[src/rtl/slave_out_port.sv]
// slave_out_port: serial read-data transmitter on the slave side of the bus.
// It takes parallel words from the slave core through a one-word holding
// register. For each word it does an s_valid/m_ready handshake and then
// shifts the word out on tx_data, LSB first, one bit per clock. After
// burst_size words it pulses tx_done.
//
// Optional feature (define SLAVE_OUT_TIMEOUT_EN): handshake-wait timeout.
// The burst is aborted with a tx_abort pulse after TIMEOUT cycles of
// m_ready=0 while s_valid=1.
//
// Ports:
//   clk, rst          clock, asynchronous active-high reset
//   m_ready           master ready to receive a word
//   tx_data           serial data to master, LSB first
//   s_valid           a word is ready to send (handshake phase only)
//   start             core pulse that begins a burst (sampled in IDLE only)
//   burst_size        number of words in the burst, sampled with start
//   data_in           next word from the core
//   data_in_valid     data_in is valid
//   data_in_ready     holding register is empty
//   busy              burst in progress
//   tx_done           one-cycle pulse after the last bit of the burst
//   tx_abort          one-cycle pulse on handshake timeout (0 without macro)
module slave_out_port #(
  parameter int unsigned WORD_SIZE  = 8,
  parameter int unsigned BURST_SIZE = 15,
  parameter int unsigned TIMEOUT    = 64
) (
  input  logic                  clk,
  input  logic                  rst,
  input  logic                  m_ready,
  output logic                  tx_data,
  output logic                  s_valid,
  input  logic                  start,
  input  logic [BURST_SIZE-1:0] burst_size,
  input  logic [WORD_SIZE-1:0]  data_in,
  input  logic                  data_in_valid,
  output logic                  data_in_ready,
  output logic                  busy,
  output logic                  tx_done,
  output logic                  tx_abort
);

  localparam int unsigned BIT_CNT_W = $clog2(WORD_SIZE + 1);

  typedef enum logic [1:0] {IDLE, HS, SEND, DONE} state_t;

  state_t                 state;
  state_t                 state_next;
  logic [WORD_SIZE-1:0]   hold;
  logic                   hold_full;
  logic [WORD_SIZE-1:0]   shift;
  logic [BIT_CNT_W-1:0]   bit_cnt;
  logic [BURST_SIZE-1:0]  words_left;
  logic                   accept;
  logic                   hs_fire;
  logic                   word_end;
  logic                   timeout_hit;

  // Status outputs decode flops only; nothing from the inputs reaches them.
  assign s_valid       = (state == HS) && hold_full;
  assign data_in_ready = ~hold_full;
  assign busy          = (state != IDLE);
  assign tx_done       = (state == DONE);

  assign accept   = data_in_valid && !hold_full;
  assign hs_fire  = s_valid && m_ready;
  // Edge that ends the period of the last bit of the current word.
  assign word_end = (state == SEND) && (bit_cnt == BIT_CNT_W'(WORD_SIZE));

`ifdef SLAVE_OUT_TIMEOUT_EN
  localparam int unsigned TO_W = $clog2(TIMEOUT + 1);

  logic [TO_W-1:0] to_cnt;
  logic            abort_q;

  // Fires on the edge where the stall count would reach TIMEOUT.
  assign timeout_hit = s_valid && !m_ready && (to_cnt == TO_W'(TIMEOUT - 1));
  assign tx_abort    = abort_q;

  // Handshake-wait counter and abort pulse.
  always_ff @(posedge clk or posedge rst) begin
    if (rst) begin
      to_cnt  <= '0;
      abort_q <= 1'b0;
    end else begin
      abort_q <= timeout_hit;
      if ((state != HS) || hs_fire || timeout_hit) begin
        to_cnt <= '0;
      end else if (s_valid && !m_ready) begin
        to_cnt <= to_cnt + TO_W'(1);
      end
    end
  end
`else
  logic unused_cfg;

  assign unused_cfg  = ^32'(TIMEOUT);
  assign timeout_hit = 1'b0;
  assign tx_abort    = 1'b0;
`endif

  // State register.
  always_ff @(posedge clk or posedge rst) begin
    if (rst) begin
      state <= IDLE;
    end else begin
      state <= state_next;
    end
  end

  // Next-state logic.
  always_comb begin
    state_next = state;
    case (state)
      IDLE: begin
        if (start) begin
          state_next = (burst_size == '0) ? DONE : HS;
        end
      end
      HS: begin
        if (timeout_hit) begin
          state_next = IDLE;
        end else if (hs_fire) begin
          state_next = SEND;
        end
      end
      SEND: begin
        if (word_end) begin
          state_next = (words_left == BURST_SIZE'(1)) ? DONE : HS;
        end
      end
      DONE:    state_next = IDLE;
      default: state_next = IDLE;
    endcase
  end

  // Holding register, shifter, bit counter and word counter.
  always_ff @(posedge clk or posedge rst) begin
    if (rst) begin
      hold       <= '0;
      hold_full  <= 1'b0;
      shift      <= '0;
      tx_data    <= 1'b0;
      bit_cnt    <= '0;
      words_left <= '0;
    end else begin
      // Acceptance needs an empty hold and the handshake needs a full one,
      // so the two never touch hold on the same edge.
      if (accept) begin
        hold      <= data_in;
        hold_full <= 1'b1;
      end

      if (hs_fire) begin
        tx_data   <= hold[0];
        shift     <= hold >> 1;
        hold_full <= 1'b0;
        bit_cnt   <= BIT_CNT_W'(1);
      end else if ((state == SEND) && (bit_cnt < BIT_CNT_W'(WORD_SIZE))) begin
        tx_data <= shift[0];
        shift   <= shift >> 1;
        bit_cnt <= bit_cnt + BIT_CNT_W'(1);
      end

      if (timeout_hit) begin
        hold_full <= 1'b0;
      end

      if ((state == IDLE) && start && (burst_size != '0)) begin
        words_left <= burst_size;
      end else if (word_end && (words_left != BURST_SIZE'(1))) begin
        words_left <= words_left - BURST_SIZE'(1);
      end
    end
  end

endmodule
[config.mk]
export PLATFORM = sky130hd
export DESIGN_NAME = slave_out_port
export DESIGN_NICKNAME = d
export VERILOG_FILES = /design/src/rtl/slave_out_port.sv
export SDC_FILE = /design/constraint.sdc
export NUM_CORES = 1
export LEC_CHECK = 0
export ABC_AREA = 1
export CAP_MARGIN = 5
export CORE_MARGIN = 8
export CORE_UTILIZATION = 60
export CTS_CLUSTER_DIAMETER = 50
export DETAILED_ROUTE_END_ITERATION = 8
export DONT_BUFFER_PORTS = 1
export PLACE_DENSITY = 0.8
export SLEW_MARGIN = 20
export SYNTH_ARGS = -nofsm -noshare
export SYNTH_HDL_FRONTEND = slang
export SYNTH_SLANG_ARGS = --single-unit
[constraint.sdc]
create_clock -name clk -period 1.8 [get_ports clk]
set_input_delay 0.45 -clock clk [delete_from_list [all_inputs] [get_ports clk]]
set_output_delay 0.45 -clock clk [all_outputs]
set_load 0.01 [all_outputs]
==> impl_metrics.env <==
export IMPL_cellLeakagePower_nw=1.19
export IMPL_grt_max_degree=39
export IMPL_cap_violations=0
export IMPL_die_y_microns=77.3
export IMPL_synth_most_common_cell="nand2_1"
export IMPL_reg2reg_to="words_left[10]$_DFFE_PP0P_"
export IMPL_syn_area_sq_mm=0.00225
export IMPL_rrSetupSlack_ns=0.27
export IMPL_synth_simple_area_share=0.357
export IMPL_crit_path_end_kind="register"
export IMPL_ys_flop_type="dfrtp_1"
export IMPL_portBuffers=0
export IMPL_ys_warn_count=0
export IMPL_synth_xor_area_share=0.0195
export IMPL_synth_common_cells="77 x nand2_1, 42 x nand3_1, 38 x dfrtp_1"
export IMPL_ys_ff_latch=38
export IMPL_num_vias=1873
export IMPL_grt_busiest_layer="met2"
export IMPL_synth_top_cell_area_share=0.422
export IMPL_synth_edf_count=0
export IMPL_htree_levels=2
export IMPL_ys_top_cells_by_area="dfrtp_1 42%, nand2_1 13%, nand3_1 9.3%"
export IMPL_worstSetupPathType="register to register"
export IMPL_fin_crit_sh=0.849
export IMPL_cp_arrival_ns=1.72
export IMPL_cts_root_buf="clkbuf_8"
export IMPL_synth_top_family_by_area="simple AND/OR/NAND/NOR gates"
export IMPL_grt_pass1_wl_microns=8410
export IMPL_period_needed_ns=1.53
export IMPL_drive_gt1_frac=0.138
export IMPL_dr_pass1_iters=4
export IMPL_clock_sinks=38
export IMPL_rows=22
export IMPL_synth_seq_area_share=0.422
export IMPL_power_density_mw_per_mm2=1740
export IMPL_async_reset_ff_frac=1.00
export IMPL_ant_nets=0
export IMPL_rsz0062_at_grt="no"
export IMPL_numCtsBuffers=5
export IMPL_skew_ns=0.0105
export IMPL_die_area_sq_mm=0.00597
export IMPL_synth_area_mux_share=0.0350
export IMPL_track_usage=0.171
export IMPL_use_met3=0.0524
export IMPL_synth_area_leader_cell="dfrtp_1"
export IMPL_diodes=0
export IMPL_use_met2=0.297
export IMPL_cts_clk_slew_worst_paths_ns=0.08
export IMPL_dp_hpwl_microns=3560
export IMPL_setup_viol=0
export IMPL_antenna_found_initial=0
export IMPL_cts_setup_buffers=0
export IMPL_cp_data_required_time_ns=1.99
export IMPL_fp_coreArea_sq_mm=0.00363
export IMPL_drcViolationCount=0
export IMPL_post_cts_resized=0
export IMPL_hp_class="input port to asynchronous set/reset pin"
export IMPL_ios=34
export IMPL_syn_nets=331
export IMPL_avgSynthCellArea_sq_um=7.53
export IMPL_grt_overflow=0
export IMPL_cts_hold_fix_buffers=0
export IMPL_grt_pass1_vias=1933
export IMPL_peakVddDrop_mv=1.01
export IMPL_drv_slew=0
export IMPL_met1_usage=0.186
export IMPL_wl_microns=4880
export IMPL_worst_setup_path_start_kind="register"
export IMPL_final_hold_viol_count=0
export IMPL_clk_latency_ns=0.30
export IMPL_vias_per_cell=5.32
export IMPL_synthAdderAreaFrac=0.0222
export IMPL_crit_end="words_left[10]$_DFFE_PP0P_"
export IMPL_timing_rr_start="words_left[0]$_DFFE_PP0P_"
export IMPL_gp_congestion=0.869
export IMPL_wire_per_inst_microns=13.9
export IMPL_status="complete, no violations"
export IMPL_syn2layout_area_growth_pct=7.50
export IMPL_detailedPlace_worstSlack_ns=0.217
export IMPL_start_util=0.619
export IMPL_ff2ff_path_depth=9
export IMPL_drt_iter0_markers=154
export IMPL_nets=335
export IMPL_setup_ws_ns=0.272
export IMPL_max_freq_ghz=0.654
export IMPL_syn_inst=299
export IMPL_synth_compound_area_frac=0.0623
export IMPL_cts_tree="yes"
export IMPL_clockBufferDepth=2
export IMPL_startpoint="words_left[0]$_DFFE_PP0P_"
export IMPL_synthDistinctLibCells=28
export IMPL_fin_tns_setup_ns=0
export IMPL_cp_max_fo=5
export IMPL_die_width_microns=77.3
-- through the flow --
step                cell area (sq um)  utilization  hold WS, ns  power [mW]  instances
floorplan                        2250            -        0.448        2.93        299
detailed placement               2280        0.627        0.481        3.28        344
global placement                 2280        0.627        0.466        3.22        344
CTS                              2420        0.666        0.158        4.21        352
finish                           2420        0.666        0.138        4.20        352
global route                     2420        0.666        0.184        4.55        352
-- area by class of cell --
class	count	area, sq um
clock inverter	2	60.1
fill	332	1210
multi-input combinational	222	1120
sequential	38	951
tap	48	60.1
timing repair buffer	3	22.5
clock buffer	6	82.6
inverter	33	124
-- flip-flops by register name (all words and copies together) (netlist names) --
signal / flops
state: 2
bit_cnt: 4
shift: 7
hold_full: 1
tx_data: 1
words_left: 15
hold: 8
-- worst max-delay path, cell delays in order (launching register included) --
cell and delay [ns]:
dfrtp_1 0.41, inv_1 0.09, ha_1 0.21, nand2_1 0.16, nor2_1 0.23, nand2_1 0.09, nand2_1 0.07, nand2_1 0.05
nand2_1 0.05, nand3_1 0.07
-- where the power goes --
part	internal, mW	leakage [nW]	switching, mW	total (mW)
clock network	0.591	0.0714	0.324	0.915
logic	0.632	0.653	1.05	1.68
registers	1.27	0.462	0.339	1.61
-- cell usage in the layout, fill, tap and decap left out, types with 2 or more instances in the layout --
| cell type | netlist | layout |
|---|---|---|
| inv_1 | 28 | 28 |
| nor2_1 | 35 | 35 |
| nand2_2 | 6 | 6 |
| mux2_2 | 7 | 7 |
| clkbuf_8 | 0 | 6 |
| nand3_1 | 42 | 42 |
| nand2_1 | 77 | 77 |
| a21oi_1 | 3 | 3 |
| ha_1 | 4 | 4 |
| nand2_4 | 2 | 2 |
| bufinv_16 | 0 | 2 |
| dfrtp_1 | 38 | 38 |
| xor2_1 | 4 | 4 |
| o21ai_1 | 2 | 2 |
| buf_4 | 2 | 3 |
| nor2_4 | 2 | 2 |
| o21ai_0 | 20 | 20 |
| nor2_2 | 9 | 9 |
| nand3b_1 | 3 | 3 |
| inv_2 | 4 | 4 |
-- per-layer routing --
metal	routed length [microns]	part of all wire
met1	2060	0.42
met2	2450	0.50
met3	267	0.055
met4	103	0.021
met5	0	0
-- how the worst min path moves through the flow --
stage / to / slack, ns / cells past startpoint
2_1_floorplan: shift[0]$_DFFE_PP0P_ / 0.45 / 2
3_3_place_gp: shift[0]$_DFFE_PP0P_ / 0.47 / 2
3_5_place_dp: words_left[6]$_DFFE_PP0P_ / 0.48 / 2
4_1_cts: shift[3]$_DFFE_PP0P_ / 0.16 / 2
5_1_grt: words_left[10]$_DFFE_PP0P_ / 0.18 / 2
6_report: words_left[14]$_DFFE_PP0P_ / 0.14 / 2
-- cells by family (layout without fill, tap and decap cells) --
family	after synthesis	count (layout)
DFF	38	38
buffers and inverters	39	44
adders and majority gates	4	4
and+or+nand+nor	178	178
xor gates and xnor gates	5	5
other	1	1
muxes	7	7
AOI/OAI and AO/OA	27	27
(Power assumes the default switching activity.)
